File: config.mk
export PLATFORM = sky130hd
export DESIGN_NAME = crop_window_ctrl_flat
export DESIGN_NICKNAME = d
export VERILOG_FILES = /design/src/rtl/crop_window_if.sv /design/src/rtl/crop_window_ctrl.sv /design/src/flat_wrapper.sv
export SDC_FILE = /design/constraint.sdc
export NUM_CORES = 1
export LEC_CHECK = 0
export BUFFER_PORTS_ARGS = -buffer_cell sky130_fd_sc_hd__clkbuf_2
export CORE_MARGIN = 3
export CORE_UTILIZATION = 35
export DETAILED_ROUTE_END_ITERATION = 16
export GPL_ROUTABILITY_DRIVEN = 0
export GPL_TIMING_DRIVEN = 0
export PLACE_DENSITY = 0.5
export REMOVE_ABC_BUFFERS = 1
export SETUP_SLACK_MARGIN = 0.5
export SLEW_MARGIN = 0
export SYNTH_ARGS = -nofsm -noshare
export SYNTH_HDL_FRONTEND = slang
export SYNTH_SLANG_ARGS = --single-unit
export TNS_END_PERCENT = 100
File: constraint.sdc
create_clock -name iCLK -period 6.8 [get_ports iCLK]
set_clock_uncertainty 0.2 [all_clocks]
set_input_delay 1.02 -clock iCLK [delete_from_list [all_inputs] [get_ports iCLK]]
set_output_delay 1.02 -clock iCLK [all_outputs]
set_load 0.03 [all_outputs]
File: src/rtl/crop_window_if.sv
// Control/video/result bundle between the capture path and crop_window_ctrl.
// iSTART and iABORT are single-cycle strobes sampled on iCLK with no ready; a strobe is accepted or dropped.
interface crop_window_if;
    logic        iSTART;
    logic        iABORT;
    logic        iFVAL;
    logic        iDVAL;
    logic [9:0]  iDATA;
    logic        oBUSY;
    logic        oDONE;
    logic        oFAIL;
    logic [15:0] oXSTART;
    logic [15:0] oXEND;
    logic [15:0] oYSTART;
    logic [15:0] oYEND;
    logic [2:0]  oTRIES;

    modport slave (
        input  iSTART, iABORT, iFVAL, iDVAL, iDATA,
        output oBUSY, oDONE, oFAIL, oXSTART, oXEND, oYSTART, oYEND, oTRIES
    );

    modport master (
        output iSTART, iABORT, iFVAL, iDVAL, iDATA,
        input  oBUSY, oDONE, oFAIL, oXSTART, oXEND, oYSTART, oYEND, oTRIES
    );
endinterface

File: src/rtl/crop_window_ctrl.sv
// Finds the bounding box of dark pixels inside a search window over up to MAX_TRIES frames
// and publishes it as a locked crop window with a done or fail pulse.
module crop_window_ctrl #(
    parameter int H_ACTIVE    = 640,
    parameter int V_ACTIVE    = 480,
    parameter int SX0         = 160,
    parameter int SX1         = 480,
    parameter int SY0         = 120,
    parameter int SY1         = 360,
    parameter int DARK_THRESH = 0,
    parameter int MIN_W       = 8,
    parameter int MIN_H       = 8,
    parameter int MAX_TRIES   = 4
) (
    input  logic         iCLK,
    input  logic         iRST,
    crop_window_if.slave bus,
    output logic [1:0]   oSTATE
);
    typedef enum logic [1:0] {
        S_IDLE       = 2'd0,
        S_WAIT_FRAME = 2'd1,
        S_SCAN       = 2'd2,
        S_EVAL       = 2'd3
    } state_t;

    localparam logic [15:0] L_H_LAST = 16'(H_ACTIVE - 1);
    localparam logic [15:0] L_V      = 16'(V_ACTIVE);
    localparam logic [15:0] L_SX0    = 16'(SX0);
    localparam logic [15:0] L_SX1    = 16'(SX1);
    localparam logic [15:0] L_SY0    = 16'(SY0);
    localparam logic [15:0] L_SY1    = 16'(SY1);
    localparam logic [9:0]  L_DARK   = 10'(DARK_THRESH);
    localparam logic [15:0] L_MIN_W  = 16'(MIN_W);
    localparam logic [15:0] L_MIN_H  = 16'(MIN_H);
    localparam logic [2:0]  L_MAX    = 3'(MAX_TRIES);

    state_t      r_state, w_state_nxt;
    logic        r_fval, r_found, r_busy, r_done, r_fail;
    logic [15:0] r_x, r_y, r_xmin, r_xmax, r_ymin, r_ymax;
    logic [15:0] r_xs, r_xe, r_ys, r_ye;
    logic [2:0]  r_tries;

    logic        w_rise, w_fall, w_ok;
    logic        w_accept, w_init, w_count, w_pass, w_fail, w_stop;
    logic [15:0] w_width, w_height;
    logic [15:0] w_px, w_py, w_xmin_b, w_xmax_b, w_ymin_b, w_ymax_b;
    logic        w_found_b, w_beat, w_dark, w_in_win, w_hit, w_x_wrap;

    assign w_rise   = bus.iFVAL && !r_fval;
    assign w_fall   = !bus.iFVAL && r_fval;
    assign w_width  = r_xmax - r_xmin + 16'd1;
    assign w_height = r_ymax - r_ymin + 16'd1;
    assign w_ok     = r_found && (w_width >= L_MIN_W) && (w_height >= L_MIN_H);

    always_ff @(posedge iCLK or negedge iRST) begin
        if (!iRST) r_state <= S_IDLE;
        else       r_state <= w_state_nxt;
    end

    always_comb begin
        w_state_nxt = r_state;
        w_accept    = 1'b0;
        w_init      = 1'b0;
        w_count     = 1'b0;
        w_pass      = 1'b0;
        w_fail      = 1'b0;
        w_stop      = 1'b0;
        case (r_state)
            S_IDLE: begin
                if (bus.iSTART && !bus.iABORT) begin
                    w_accept    = 1'b1;
                    w_state_nxt = S_WAIT_FRAME;
                end
            end
            S_WAIT_FRAME: begin
                if (bus.iABORT) begin
                    w_stop      = 1'b1;
                    w_state_nxt = S_IDLE;
                end else if (w_rise) begin
                    // The beat coincident with the frame rise is pixel (0,0).
                    w_init      = 1'b1;
                    w_count     = bus.iDVAL;
                    w_state_nxt = S_SCAN;
                end
            end
            S_SCAN: begin
                if (bus.iABORT) begin
                    w_stop      = 1'b1;
                    w_state_nxt = S_IDLE;
                end else if (w_fall) begin
                    w_state_nxt = S_EVAL;
                end else begin
                    w_count = bus.iDVAL;
                end
            end
            S_EVAL: begin
                if (bus.iABORT) begin
                    w_stop      = 1'b1;
                    w_state_nxt = S_IDLE;
                end else if (w_ok) begin
                    w_pass      = 1'b1;
                    w_state_nxt = S_IDLE;
                end else if (r_tries < L_MAX) begin
                    w_state_nxt = S_WAIT_FRAME;
                end else begin
                    w_fail      = 1'b1;
                    w_state_nxt = S_IDLE;
                end
            end
            default: w_state_nxt = S_IDLE;
        endcase
    end

    // On the frame-start cycle the scan registers are seen as already cleared.
    assign w_px      = w_init ? 16'd0     : r_x;
    assign w_py      = w_init ? 16'd0     : r_y;
    assign w_xmin_b  = w_init ? 16'hFFFF  : r_xmin;
    assign w_ymin_b  = w_init ? 16'hFFFF  : r_ymin;
    assign w_xmax_b  = w_init ? 16'd0     : r_xmax;
    assign w_ymax_b  = w_init ? 16'd0     : r_ymax;
    assign w_found_b = w_init ? 1'b0      : r_found;
    assign w_beat    = w_count && (w_py != L_V);
    assign w_dark    = bus.iDATA <= L_DARK;
    assign w_in_win  = (w_px >= L_SX0) && (w_px <= L_SX1) && (w_py >= L_SY0) && (w_py <= L_SY1);
    assign w_hit     = w_beat && w_dark && w_in_win;
    assign w_x_wrap  = (w_px == L_H_LAST);

    always_ff @(posedge iCLK or negedge iRST) begin
        if (!iRST) begin
            r_fval  <= 1'b0;
            r_x     <= 16'd0;
            r_y     <= 16'd0;
            r_found <= 1'b0;
            r_xmin  <= 16'hFFFF;
            r_ymin  <= 16'hFFFF;
            r_xmax  <= 16'd0;
            r_ymax  <= 16'd0;
        end else begin
            r_fval <= bus.iFVAL;
            if (w_init || w_beat) begin
                r_x     <= w_beat ? (w_x_wrap ? 16'd0 : w_px + 16'd1) : w_px;
                r_y     <= (w_beat && w_x_wrap) ? w_py + 16'd1 : w_py;
                r_found <= w_found_b || w_hit;
                r_xmin  <= (w_hit && (w_px < w_xmin_b)) ? w_px : w_xmin_b;
                r_xmax  <= (w_hit && (w_px > w_xmax_b)) ? w_px : w_xmax_b;
                r_ymin  <= (w_hit && (w_py < w_ymin_b)) ? w_py : w_ymin_b;
                r_ymax  <= (w_hit && (w_py > w_ymax_b)) ? w_py : w_ymax_b;
            end
        end
    end

    always_ff @(posedge iCLK or negedge iRST) begin
        if (!iRST) begin
            r_busy  <= 1'b0;
            r_done  <= 1'b0;
            r_fail  <= 1'b0;
            r_tries <= 3'd0;
            r_xs    <= 16'd0;
            r_xe    <= 16'd0;
            r_ys    <= 16'd0;
            r_ye    <= 16'd0;
        end else begin
            r_done <= w_pass;
            r_fail <= w_fail;
            if (w_accept)                      r_busy <= 1'b1;
            else if (w_pass || w_fail || w_stop) r_busy <= 1'b0;
            if (w_accept)    r_tries <= 3'd0;
            else if (w_init) r_tries <= r_tries + 3'd1;
            if (w_pass) begin
                r_xs <= r_xmin;
                r_xe <= r_xmax;
                r_ys <= r_ymin;
                r_ye <= r_ymax;
            end
        end
    end

    assign bus.oBUSY   = r_busy;
    assign bus.oDONE   = r_done;
    assign bus.oFAIL   = r_fail;
    assign bus.oXSTART = r_xs;
    assign bus.oXEND   = r_xe;
    assign bus.oYSTART = r_ys;
    assign bus.oYEND   = r_ye;
    assign bus.oTRIES  = r_tries;
    assign oSTATE      = r_state;
endmodule

File: src/flat_wrapper.sv
// flat-port wrapper written by rule: the top's interface ports become plain ports
module crop_window_ctrl_flat 
#(
    parameter int H_ACTIVE    = 640,
    parameter int V_ACTIVE    = 480,
    parameter int SX0         = 160,
    parameter int SX1         = 480,
    parameter int SY0         = 120,
    parameter int SY1         = 360,
    parameter int DARK_THRESH = 0,
    parameter int MIN_W       = 8,
    parameter int MIN_H       = 8,
    parameter int MAX_TRIES   = 4
)
  (iCLK, iRST, oSTATE, bus_iSTART, bus_iABORT, bus_iFVAL, bus_iDVAL, bus_iDATA, bus_oBUSY, bus_oDONE, bus_oFAIL, bus_oXSTART, bus_oXEND, bus_oYSTART, bus_oYEND, bus_oTRIES);
  crop_window_if bus_i ();
  input  logic iCLK;
  input  logic iRST;
  output logic [1:0] oSTATE;
  input wire logic [$bits(bus_i.iSTART)-1:0] bus_iSTART;
  input wire logic [$bits(bus_i.iABORT)-1:0] bus_iABORT;
  input wire logic [$bits(bus_i.iFVAL)-1:0] bus_iFVAL;
  input wire logic [$bits(bus_i.iDVAL)-1:0] bus_iDVAL;
  input wire logic [$bits(bus_i.iDATA)-1:0] bus_iDATA;
  output wire logic [$bits(bus_i.oBUSY)-1:0] bus_oBUSY;
  output wire logic [$bits(bus_i.oDONE)-1:0] bus_oDONE;
  output wire logic [$bits(bus_i.oFAIL)-1:0] bus_oFAIL;
  output wire logic [$bits(bus_i.oXSTART)-1:0] bus_oXSTART;
  output wire logic [$bits(bus_i.oXEND)-1:0] bus_oXEND;
  output wire logic [$bits(bus_i.oYSTART)-1:0] bus_oYSTART;
  output wire logic [$bits(bus_i.oYEND)-1:0] bus_oYEND;
  output wire logic [$bits(bus_i.oTRIES)-1:0] bus_oTRIES;
  assign bus_i.iSTART = bus_iSTART;
  assign bus_i.iABORT = bus_iABORT;
  assign bus_i.iFVAL = bus_iFVAL;
  assign bus_i.iDVAL = bus_iDVAL;
  assign bus_i.iDATA = bus_iDATA;
  assign bus_oBUSY = bus_i.oBUSY;
  assign bus_oDONE = bus_i.oDONE;
  assign bus_oFAIL = bus_i.oFAIL;
  assign bus_oXSTART = bus_i.oXSTART;
  assign bus_oXEND = bus_i.oXEND;
  assign bus_oYSTART = bus_i.oYSTART;
  assign bus_oYEND = bus_i.oYEND;
  assign bus_oTRIES = bus_i.oTRIES;
  crop_window_ctrl #(.H_ACTIVE(H_ACTIVE), .V_ACTIVE(V_ACTIVE), .SX0(SX0), .SX1(SX1), .SY0(SY0), .SY1(SY1), .DARK_THRESH(DARK_THRESH), .MIN_W(MIN_W), .MIN_H(MIN_H), .MAX_TRIES(MAX_TRIES)) u_core (.iCLK(iCLK), .iRST(iRST), .bus(bus_i), .oSTATE(oSTATE));
endmodule
== Yosys cells after proc, flatten, opt, wreduce, memory -nomap -nowiden ==
Index checks and enable logic that the tools add are counted.

* Bitwise logic cells: 0
* Eq/ne operators: 8
* Shift-type cells: 0
* Add/sub/neg operators: 7
* Reductions and logical operators: 28
* Mux-type cells: 46
* Divide/modulo/power cells: 0
* Multipliers: 0
* Order comparisons: 12

{| class="wikitable"
|+ Operators by type and width
! cell !! number
|-
| two-way mux 16 bit || 13
|-
| adder 16 x 1 -> 16 bit, second input constant || 4
|-
| greater-or-equal comparator 16 x 4 -> 1 bit, second input constant || 2
|-
| > comparator 16 bit || 2
|-
| less-or-equal comparator 16 x 9 -> 1 bit, second input constant || 2
|-
| less-than comparator 16 bit || 2
|-
| subtractor 16 bit || 2
|-
| two-way mux 1 bit || 22
|-
| equality test 16 x 10 -> 1 bit, second input constant || 1
|-
| greater-or-equal comparator 16 x 7 -> 1 bit, second input constant || 1
|-
| greater-or-equal comparator 16 x 8 -> 1 bit, second input constant || 1
|-
| logical AND 1 bit || 16
|-
| inequality test 16 x 9 -> 1 bit, second input constant || 1
|-
| two-way mux 2 bit || 7
|-
| less-or-equal comparator 10 x 1 -> 1 bit, second input constant || 1
|-
| one-hot mux 2 bit (4 select lines) || 1
|-
| two-way mux 3 bit || 2
|-
| inequality test 3 x 2 -> 1 bit, second input constant || 2
|-
| equality test 2 bit, second input constant || 2
|-
| logical OR 1 bit || 4
|-
| nonzero test 2 bit || 2
|-
| adder 3 x 1 -> 3 bit, second input constant || 1
|-
| logical NOT 1 bit || 3
|-
| less-than comparator 3 bit, second input constant || 1
|-
| 6 further kinds || 6
|}

* ROM bits: 0
* Bits in registers: 170
* Bits in latches: 0
* Memories kept: 0
* Logic and storage cells: 118
* RAM bits: 0

== Logic depth before layout (Yosys ltp) ==
Gate-level depths: netlist of run 1.

* Depth in word-level cells: 13
* Mapped depth: 20
* Mapped depth without buffers: 14

== Worst setup path before layout of run 1 ==
No wires, ideal clock.

* Path type: input to register
* Start point: in bus_iABORT
* End point: reg u_core.r_y[15]
* Data arrival time: 4381 ps
* Buffers on the path: 7
* Data required time: 6469 ps
* Stages on the path: 18
* Setup slack: 2088 ps
* Cells stage by stage: buf_4 -> nand4bb_4 -> buf_6 -> clkbuf_1 -> clkbuf_1 -> clkbuf_1 -> nand2_1 -> inv_1 -> ha_1 -> nand4_1 -> or4_1 -> buf_2 -> or4_4 -> buf_6 -> nor4_4 -> nand3_1 -> xor2_1 -> nor2_1

* Cells in the longest elaborated chain, start to end: 7
* Elaborated cells between the ends (all ways): 14
* Those cells by class: add/sub: 1; eq/ne: 2; mux: 8; reduce/logical: 3

{| class="wikitable"
|+ RTL lines
! item !! RTL line !! text
|-
| from (decl) || flat_wrapper.sv:21 || <nowiki>input wire logic [$bits(bus_i.iABORT)-1:0] bus_iABORT;</nowiki>
|-
| branches (longest 7 deep; another with adder 16 x 1 -> 16 bit) || - ||
|-
| to (signal assigned) || crop_window_ctrl.sv:143 || <nowiki>r_y <= (w_beat && w_x_wrap) ? w_py + 16'd1 : w_py;</nowiki>
|-
| to (decl) || crop_window_ctrl.sv:40 || <nowiki>logic [15:0] r_x, r_y, r_xmin, r_xmax, r_ymin, r_ymax;</nowiki>
|}

Several ways; the timed one is not identified.
A chain may end at the register's enable or synchronous reset.

== Final worst setup path of run 1 ==
* Start point: in bus_iABORT
* End point: reg u_core.r_ymax[0]

* Cells in the longest elaborated chain, start to end: 10
* Elaborated cells between the ends (all ways): 23
* Those cells by class: order compare: 5; eq/ne: 1; mux: 9; reduce/logical: 8

{| class="wikitable"
|+ RTL lines
! item !! RTL line !! text
|-
| two-way mux 1 bit || crop_window_ctrl.sv:77 || <nowiki>if (bus.iABORT) begin</nowiki>
|-
| two-way mux 1 bit || crop_window_ctrl.sv:69 || <nowiki>case (r_state)</nowiki>
|-
| two-way mux 16 bit || crop_window_ctrl.sv:116 || <nowiki>assign w_px = w_init ? 16'd0 : r_x;</nowiki>
|-
| greater-or-equal comparator 16 x 8 -> 1 bit or less-or-equal comparator 16 x 9 -> 1 bit (tied branches) || crop_window_ctrl.sv:125 || <nowiki>assign w_in_win = (w_px >= L_SX0) && (w_px <= L_SX1) && (w_py >= L_SY0) && (w_py <= L_SY1);</nowiki>
|-
| logical AND 1 bit (3 in a row) || crop_window_ctrl.sv:125 ||
|-
| logical AND 1 bit || crop_window_ctrl.sv:126 || <nowiki>assign w_hit = w_beat && w_dark && w_in_win;</nowiki>
|-
| logical AND 1 bit || crop_window_ctrl.sv:148 || <nowiki>r_ymax <= (w_hit && (w_py > w_ymax_b)) ? w_py : w_ymax_b;</nowiki>
|-
| two-way mux 16 bit || crop_window_ctrl.sv:148 ||
|-
| to (signal assigned) || crop_window_ctrl.sv:148 ||
|-
| to (decl) || crop_window_ctrl.sv:40 ||
|}

Parallel ways exist; a longest one is shown, timed or not.

==> results of run 1 <==
worst max-delay path, stage by stage:
cell	delay, ns
clkbuf_2	0.22
nand4bb_4	0.23
buf_16	0.26
buf_12	0.22
nand2_1	0.14
ha_1	0.24
nor4b_1	0.15
nand4b_1	0.17
o211ai_2	0.28
buf_16	0.26
or3_1	0.59
a21oi_1	0.20
o31a_1	0.75
mux2_2	0.43
cells by family (layout without fill, tap and decap cells):
logic type / after synthesis / count (layout) / share of synthesized area [%]
flip-flops: 170 / 170 / 39.8
XOR/XNOR: 45 / 45 / 3.66
multiplexers: 95 / 95 / 9.58
adder cells (fa/ha/maj): 131 / 131 / 15.3
buffers and inverters: 113 / 203 / 4.53
AO/OA/AOI/OAI: 196 / 196 / 11.7
AND/OR/NAND/NOR: 335 / 335 / 15.4
report_power, final:
| group | switching [uW] | leakage [uW] | internal [uW] |
|---|---|---|---|
| Combinational | 764 | 0.00398 | 449 |
| Clock | 423 | 0.000302 | 622 |
| Sequential | 143 | 0.00223 | 1260 |
per-layer routing:
layer | global-route usage [%] | vias up | wire [um]
li1 | - | 3991 | -
met1 | 21.9 | 3858 | 12600
met2 | 25.6 | 142 | 11600
met3 | 2.58 | 32 | 687
met4 | 4.84 | 0 | 436
met5 | 0 | - | 0
cell type report:
cell class | count | area share [%]
multi-input combinational | 802 | 48.8
inverter | 76 | 2.32
timing repair buffer | 95 | 4.95
tap | 390 | 3.96
clock inverter | 8 | 1.08
clock buffer | 24 | 3.99
sequential | 170 | 34.9
metrics by stage:
stage	power (uW)	hold slack, ns	area [sq um]	setup TNS (ns)	setup WS (ns)
floorplan	2250	0.279	10600	0	1.49
global placement	2610	0.273	11500	-45.45	-1.08
detailed placement	2640	0.281	11700	0	0.885
CTS	3710	0.295	12300	0	1.34
global route	3910	0.315	12300	0	1.43
finish	3660	0.287	12300	0	1.67
path summary, 6_finish.rpt:
path | endpoint | slack [ns] | depth (start not counted)
min in group asynchronous | u_core.bus.oBUSY | 0.41 | 1
setup / recovery | u_core.r_ymax[0] | 1.67 | 14
hold reg to reg | u_core.bus.oXEND[12] | 0.29 | 1
max in group asynchronous | u_core.r_xmin[0] | 5.10 | 2
hold / removal | u_core.bus.oXEND[12] | 0.29 | 1
setup reg to reg | u_core.r_ymax[0] | 1.75 | 15
cells in the final DEF, fill, tap and decap left out, types with 7 or more instances in the layout:
| master | count |
|---|---|
| a21oi_1 | 54 |
| and3_1 | 14 |
| nor2b_1 | 10 |
| clkbuf_16 | 17 |
| nand2_1 | 87 |
| nor3_1 | 10 |
| a21o_1 | 20 |
| dfrtp_1 | 138 |
| and2_1 | 23 |
| inv_1 | 76 |
| nor4_1 | 7 |
| mux2i_1 | 30 |
| nand4_1 | 20 |
| xor2_1 | 17 |
| ha_1 | 129 |
| nor2_1 | 100 |
| dfstp_2 | 32 |
| nand2b_1 | 8 |
| mux2_1 | 30 |
| o21ai_0 | 59 |
| nand3_1 | 28 |
| clkbuf_2 | 86 |
| xnor2_1 | 28 |
| mux2_2 | 35 |
==> flow_summary.yaml, run 1 <==
worst_hold_path:
  worstHoldStart: "u_core.bus.oXEND[12]"
  hp-class: "reg2reg"
cts:
  numCtsBuffers: 17
  htree_levels: 4
  clkLatencyLatePin_ns: 0.45
  clk_path_buf_depth: 2
  clkTransAtPathRegs_ns: 0.06
  hold_buffers: 0
  cts_resized: 0
  post_cts_buffers: 0
  root_buffer: "clkbuf_16"
  clkSinkCount: 170
  cts_tree: "done"
sta:
  fmax_mhz: 195
  final_max_slew_viol_count: 0
  period_share_pct: 75.4
  hold_viol: 0
  fin_crit_ns: 5.13
  tightest_slew_ns: 0.957
  finalSetupViolCount: 0
  slew-limit-headroom_pct: 35.6
  rsz0062_at_grt: "false"
placed_design:
  io_buffers: 87
  dp_hpwl_um: 19000
  dpl.cell_count: 1531
global_routing:
  track_usage_pct: 15.9
  grt_max_degree: 91
  antenna_found_initial: 0
  grt_pass1_wl_um: 42500
  grt-ovfl-total: 0
  grt_pass1_vias: 8118
run:
  cap_viol_max_count: 0
worst_setup_path:
  critical_path_arrival_ns: 5.25
  critPathRequiredTime_ns: 6.92
  rr_startpoint: "u_core.oSTATE[1]"
  critPathLaunch: "bus_iABORT"
  start_kind: "primary input"
  path_max_fanout: 63
  setup.worst_path.class: "in2reg"
  end_kind: "flip-flop"
layout:
  syn2layout_area_growth_pct: 14.3
  drive_gt1_share_pct: 17.4
  multi_input_area_sq_mm: 0.00602
  fillers: 2973
  post-route-util_pct: 41.0
  nNetsFinal: 1309
  seqCellArea_sq_mm: 0.00429
  antenna_cells: 0
  final_cells: 1565
pwr:
  leakage_uw: 0.00651
  ir_drop_uv: 158
  p_per_area_mw_per_mm2: 297
synthesis:
  synth_common_cells: "dfrtp_1 (138), ha_1 (129), nor2_1 (101)"
  yosysWarningCount: 0
  synth_most_common_cell: "dfrtp_1"
  synth_area_sq_mm: 0.0108
  synth_cells: 1085
  synth_top_area_share_pct: 32.0
  synth.avg_cell_area_sq_um: 9.93
  yosysSeqAreaShare_pct: 39.8
  yosysUniqueCellTypes: 66
  synth-edff-count: 0
  synth_top_cell_by_area: "dfrtp_1"
  synthFlopType: "dfrtp_1"
  synth.area.top_cells: "dfrtp_1 (32%), ha_1 (15%), dfstp_2 (7.8%)"
  synth-seq-cells: 170
  ys_async_sr_fraction_pct: 100
status:
  status: "finished, final reports clean"
floorplanning:
  die_h_um: 181
  fp.coreArea_sq_mm: 0.0300
  die_w_um: 181
  num_rows: 63
  io_pins: 88
  start_util_pct: 35.9
  dieArea_sq_mm: 0.0329
route:
  vias: 8023
  drc: 0
  wire_per_inst_um: 16.2
  ant_nets: 0
  wl_um: 25300
  drt-initial-drc-count: 338
  drtPass1Iterations: 5
  routed_via_density: 5.13
Power figures use the tool's default switching activity.
==> inputs of run 2 (changes only) <==
Settings changed: ABC_AREA set to 1.
Clock period 6.8 ns to 5.3 ns, I/O delays scaled along.
==> run 2 against run 1 <==
Largest power group is now combinational cells. Power is 79% higher. Wire length is 17% higher. Worst hold slack worse by 0.13 ns. Register-to-register slack worse by 0.86 ns.
==> flow_summary.yaml, run 2 <==
synthesis:
  synth.area.top_cells: "dfrtp_1 (29%), ha_1 (14%), nand2_1 (13%)"
  synth_common_cells: "nand2_1 (410), inv_1 (291), nor2_1 (140)"
  yosysWarningCount: 0
  synth_top_cell_by_area: "dfrtp_1"
  synth_area_sq_mm: 0.0119
  synth.avg_cell_area_sq_um: 7.52
  synthFlopType: "dfrtp_1"
  synth-compound-area-share_pct: 7.31
  synth_xor_xnor_area_share_pct: 3.02
  yosysUniqueCellTypes: 50
  synth_top_family_by_area: "simple AND/OR/NAND/NOR gates"
  synth-edff-count: 0
  yosys.area_share.adder_pct: 13.9
  synth_most_common_cell: "nand2_1"
  ys_async_sr_fraction_pct: 100
  yosysSeqAreaShare_pct: 36.1
  synth_cells: 1581
  synth_top_area_share_pct: 29.0
  synth-seq-cells: 170
  synth-simple-area-share_pct: 28.2
  synthMuxAreaShare_pct: 0
sta:
  final_max_slew_viol_count: 0
  fmax_mhz: 227
  fin_crit_ns: 4.41
  finalSetupViolCount: 0
  hold-worst-slack_ns: 0.155
  setup_ws_ns: 0.885
  rsz0062_at_grt: "false"
  slew-limit-headroom_pct: 38.1
  hold_viol: 0
  tightest_slew_ns: 0.927
  period_share_pct: 83.3
route:
  drtPass1Iterations: 5
  routed_via_density: 4.65
  drc: 0
  drt-initial-drc-count: 539
  ant_nets: 0
  wire_per_inst_um: 14.0
  vias: 9828
  wl_um: 29600
layout:
  post-route-util_pct: 40.6
  mostFrequentLayoutCells: "nand2_1 (410), inv_1 (291), nor2_1 (140), dfrtp_1 (138), ha_1 (129)"
  final_common_cell: "nand2_1"
  fillers: 3574
  antenna_cells: 0
  drive_gt1_share_pct: 12.5
  nNetsFinal: 1805
  syn2layout_area_growth_pct: 12.7
  design_area_sq_mm: 0.0134
global_routing:
  antenna_found_initial: 0
  grt_pass1_wl_um: 49800
  track_usage_pct: 17.0
  grt-ovfl-total: 0
  grt_pass1_vias: 9579
  grt_max_degree: 99
cts:
  clkLatencyLatePin_ns: 0.45
  clkTransAtPathRegs_ns: 0.07
  hold_buffers: 0
  post_cts_buffers: 0
  cts_tree: "done"
  numCtsBuffers: 17
  cts_resized: 0
  htree_levels: 4
  clk_path_buf_depth: 2
  root_buffer: "clkbuf_16"
  clkSinkCount: 170
worst_hold_path:
  hp-class: "in2async"
worst_setup_path:
  start_kind: "flip-flop"
  setup.worst_path.class: "reg2reg"
  critPathMostFrequentCell: "nand2_1"
  critical_path_arrival_ns: 4.54
  critPathSlowestCell: "nand2_1"
  rr_startpoint: "u_core.oSTATE[1]"
  end_kind: "flip-flop"
  r2r_cells: 15
  ff2ff_setup_slack_ns: 0.89
  worstPathCellList: "inv_1 -> ha_1 -> inv_2 -> nor2_1 -> nand2_1 -> nand2_1 -> inv_1 -> ha_1 -> nand4_1 -> nor3_1 -> nand2_1 -> a32oi_2 -> nand3_4 -> nand2_1 -> nand2_1"
  r2r-end: "u_core.r_ymax[3]"
  cpPeakStageDelay_ns: 0.56
  path_max_fanout: 20
  critPathRequiredTime_ns: 5.43
status:
  status: "finished, final reports clean"
pwr:
  p_per_area_mw_per_mm2: 489
  switchingPower_uw: 2990
  ir_drop_uv: 304
  intPower_uw: 3560
  combinationalPowerShare_pct: 51.7
  leakage_uw: 0.00744
  seqPwrFrac_pct: 28.1
  clkPwrFrac_pct: 20.2
  switching_share_pct: 45.7
placed_design:
  post_dp_cell_area_sq_mm: 0.0128
  dp_hpwl_um: 22400
  io_buffers: 87
  place_ws_ns: 0.748
run:
  cap_viol_max_count: 0
floorplanning:
  num_rows: 66
  io_pins: 88
  die_h_um: 190
  start_util_pct: 36.0
  fp.coreArea_sq_mm: 0.0330
  dieArea_sq_mm: 0.0362
  die_w_um: 190
==> run 2: changes by cell type in the layout (fill, tap and decap cells not counted), moves of 13 or more <==
cell / delta
a21o_1: -20
and2_1: -20
and3_1: -13
inv_1: +215
mux2_1: -30
mux2_2: -35
mux2i_1: -30
nand2_1: +323
nand3_1: +39
nand4_1: +37
nor2_1: +40
o21ai_0: +16
xnor2_1: -21
xor2_1: +17
==> run 2: how the worst max path moves through the flow <==
stage	startpoint	endpoint	cells after the start	slack, ns
global route	u_core.oSTATE[1]	u_core.r_ymax[3]	15	0.50
CTS	u_core.oSTATE[1]	u_core.r_ymax[3]	15	0.87
detailed placement	bus_iABORT	u_core.r_ymax[3]	13	0.75
finish	u_core.oSTATE[1]	u_core.r_ymax[3]	15	0.89
global placement	u_core.r_ymin[0]	u_core.bus.oYSTART[15]	19	-3.37
floorplan	u_core.r_ymin[2]	u_core.bus.oXEND[0]	16	-0.002
==> run 2: layout make-up <==
class	count	area, sq um	share of cell area (%)
multi-input cells	1074	6230	46.5
flip-flops and latches	170	4290	32.0
inverters	300	1130	8.40
repair buffers	95	587	4.38
well taps	442	553	4.13
clock buffers	19	453	3.38
clock inverters	13	154	1.15
==> run 2: worst max-delay path, delay by kind of cell, from the launching register on <==
kind,cells,cell delay (ns)
AOI/OAI and AO/OA,1,0.55
adders and majority gates,2,0.54
buffers and inverters,3,0.32
DFF,1,0.43
and+or+nand+nor,9,2.25
==> run 2: power groups by stage <==
stage	combinational, uW	sequential, uW	clock (uW)
3_3_place_gp	3360	1860	0
4_1_cts	3420	1840	1370
5_1_grt	3940	1880	1420
6_report	3390	1840	1330
3_5_place_dp	3380	1870	0
2_1_floorplan	2520	1840	0
==> run 2: stage by stage <==
stage               setup TNS (ns)  total power, uW  cells
finish                           0             6560   2113
global route                     0             7240   2113
CTS                              0             6640   2113
detailed placement               0             5250   2081
global placement           -242.53             5220   2073
floorplan                   -0.106             4360   1544
==> run 2: cell families after synthesis <==
logic type               Yosys count
XOR/XNOR                          41
AO/OA/AOI/OAI                    155
flip-flops                       170
adder cells (fa/ha/maj)          131
AND/OR/NAND/NOR                  747
buffers and inverters            337
==> run 2: layer usage <==
metal,track usage (%),up-vias,routed length [um]
met4,3.73,0,306
met2,25.3,166,12400
li1,-,5173,-
met3,2.70,17,1100
met1,25.7,4472,15800
met5,0,-,0
==> inputs of run 3 (changes only) <==
Settings changed: ABC_AREA 1 to 0, PLACE_DENSITY 0.5 to 0.52.
Clock period 5.3 ns to 4 ns, I/O delays scaled along.
==> run 3 against run 2 <==
Fmax grew 17%. Non-clock buffer count grew 81. First-iteration DRC count shrank 12%. Die area shrank 9.1%. Worst hold slack gained 0.10 ns. Flip-flop and latch count is the same. Via count shrank 12%. Combinational power shrank 21%. Sequential power grew 32%. Critical endpoint is now u_core.bus.oXSTART[0].
==> flow_summary.yaml, run 3 (same netlist as run 1, synthesis figures left out) <==
floorplanning:
  num_rows: 63
  die_h_um: 181
  fp.coreArea_sq_mm: 0.0300
  dieArea_sq_mm: 0.0329
  die_w_um: 181
  start_util_pct: 35.9
  io_pins: 88
pwr:
  ir_drop_uv: 287
  leakage_uw: 0.00725
  p_per_area_mw_per_mm2: 483
route:
  vias: 8654
  wl_met3_um: 1070
  routed_via_density: 5.24
  wl_um: 30300
  dr_wl_met2_um: 14700
  top_layer: "met4"
  drtPass1Iterations: 5
  wire_per_inst_um: 18.3
  drt-initial-drc-count: 474
  met1_length_um: 13900
  ant_nets: 0
  drc: 0
worst_setup_path:
  cpPeakStageDelay_ns: 0.57
  r2r_cells: 14
  setup.worst_path.class: "reg2reg"
  critPathSlowestCell: "dfstp_2"
  critical_path_arrival_ns: 3.91
  start_kind: "flip-flop"
  end_kind: "flip-flop"
  ff2ff_setup_slack_ns: 0.22
  cp_num_buf_inv: 4
  rr_startpoint: "u_core.r_ymin[5]"
  worstPathCellList: "inv_1 -> ha_1 -> ha_2 -> a21oi_2 -> and2_4 -> a21oi_2 -> or3_4 -> a2111oi_4 -> o2111ai_2 -> buf_6 -> nand3_4 -> buf_6 -> buf_12 -> mux2_4"
  critPathRequiredTime_ns: 4.12
  r2r-end: "u_core.bus.oXSTART[0]"
  crit_family: "compound AO/OA/AOI/OAI gates"
  path_max_fanout: 8
cts:
  clkLatencyLatePin_ns: 0.44
  clkSinkCount: 170
  clkTransAtPathRegs_ns: 0.07
  clk_path_buf_depth: 2
  root_buffer: "clkbuf_16"
  numCtsBuffers: 17
  cts_tree: "done"
  htree_levels: 4
layout:
  final_cells: 1652
  nNetsFinal: 1396
  antenna_cells: 0
  final_common_cell: "dfrtp_1"
  drive_gt1_share_pct: 33.5
  syn2layout_area_growth_pct: 31.1
  post-route-util_pct: 47.0
  design_area_sq_mm: 0.0141
  mostFrequentLayoutCells: "dfrtp_1 (137), ha_1 (111), nor2_1 (87), clkbuf_2 (86), nand2_1 (79)"
sta:
  fin_crit_ns: 3.78
  fmax_mhz: 264
  final_max_slew_viol_count: 0
  tightest_slew_ns: 0.680
  rsz0062_at_grt: "true"
  finalSetupViolCount: 0
  period_share_pct: 94.6
  slew-limit-headroom_pct: 54.6
  hold_viol: 0
  setup_ws_ns: 0.217
worst_hold_path:
  min_to: "u_core.r_fval"
  worstHoldStart: "bus_iFVAL"
  hold_depth: 1
  hp-class: "in2reg"
placed_design:
  post_dp_cell_area_sq_mm: 0.0116
  dpl.cell_count: 1529
  place_ws_ns: -1.73
  dp_hpwl_um: 18300
  io_buffers: 87
global_routing:
  grt_pass1_vias: 8555
  grt_max_degree: 107
  grt_pass1_wl_um: 46700
  track_usage_pct: 17.8
  antenna_found_initial: 0
  grt-ovfl-total: 0
status:
  status: "finished, final reports clean"
run:
  cap_viol_max_count: 0
[run 3: cell count changes in the layout (fill, tap and decap cells not counted), moves of 39 or more]
cell | previous run | this run
nand2_1 | 410 | 79
inv_1 | 291 | 69
nor2_1 | 140 | 87
buf_4 | 0 | 52
mux2_4 | 0 | 47
nand3_1 | 67 | 28
[run 3: area by class of cell]
cell class              count  area (sq um)
clock buffers              19           453
clock inverters            13           140
fillers                  2819         15900
inverters                  76           285
multi-input cells         808          6910
flip-flops and latches    170          4300
well taps                 390           488
repair buffers            176          1550
[run 3: report_power, final]
part / internal, uW / switching (uW)
logic: 1140 / 1550
registers: 2140 / 281
clock network: 958 / 759
[run 3: how the worst max path moves through the flow]
stage	from	endpoint	slack, ns	cells past startpoint
after floorplan	u_core.r_xmin[0]	u_core.bus.oXEND[0]	-1.31	12
after global placement	u_core.r_xmin[0]	u_core.bus.oYEND[4]	-3.10	12
after detailed placement	bus_iABORT	u_core.r_ymax[0]	-1.73	11
after CTS	u_core.r_xmin[0]	u_core.bus.oXEND[6]	0.16	15
after global routing	u_core.r_ymin[0]	u_core.bus.oYEND[5]	0.03	15
final	u_core.r_ymin[5]	u_core.bus.oXSTART[0]	0.22	14
[run 3: worst reg2reg max path: stages, from the launching register on]
cell and delay (ns):
dfstp_2 0.57, inv_1 0.05, ha_1 0.28, ha_2 0.34
a21oi_2 0.18, and2_4 0.17, a21oi_2 0.06, or3_4 0.34
a2111oi_4 0.37, o2111ai_2 0.17, buf_6 0.18, nand3_4 0.13
buf_6 0.15, buf_12 0.15, mux2_4 0.33
[run 3: per-layer routing]
metal,GRT usage (%),vias up
met5,0,-
met4,5.27,0
met3,2.64,41
met2,29.6,191
met1,24.1,4240
li1,-,4182
[run 3: stage by stage]
step	setup TNS (ns)	power [uW]	hold slack, ns
2_1_floorplan	-116.59	3820	0.104
3_3_place_gp	-572.55	4430	0.274
3_5_place_dp	-166.31	4480	0.280
4_1_cts	0	6630	0.248
5_1_grt	0	7220	0.261
6_report	0	6830	0.259
[run 3: timing repair]
action,in CTS,in global routing
pin swaps,23,48
setup buffers,36,37
setup endpoints to repair,165,135
hold buffers,1,0
endpoints found under the hold margin,54,0
cloned,11,6
gates resized for setup,120,94
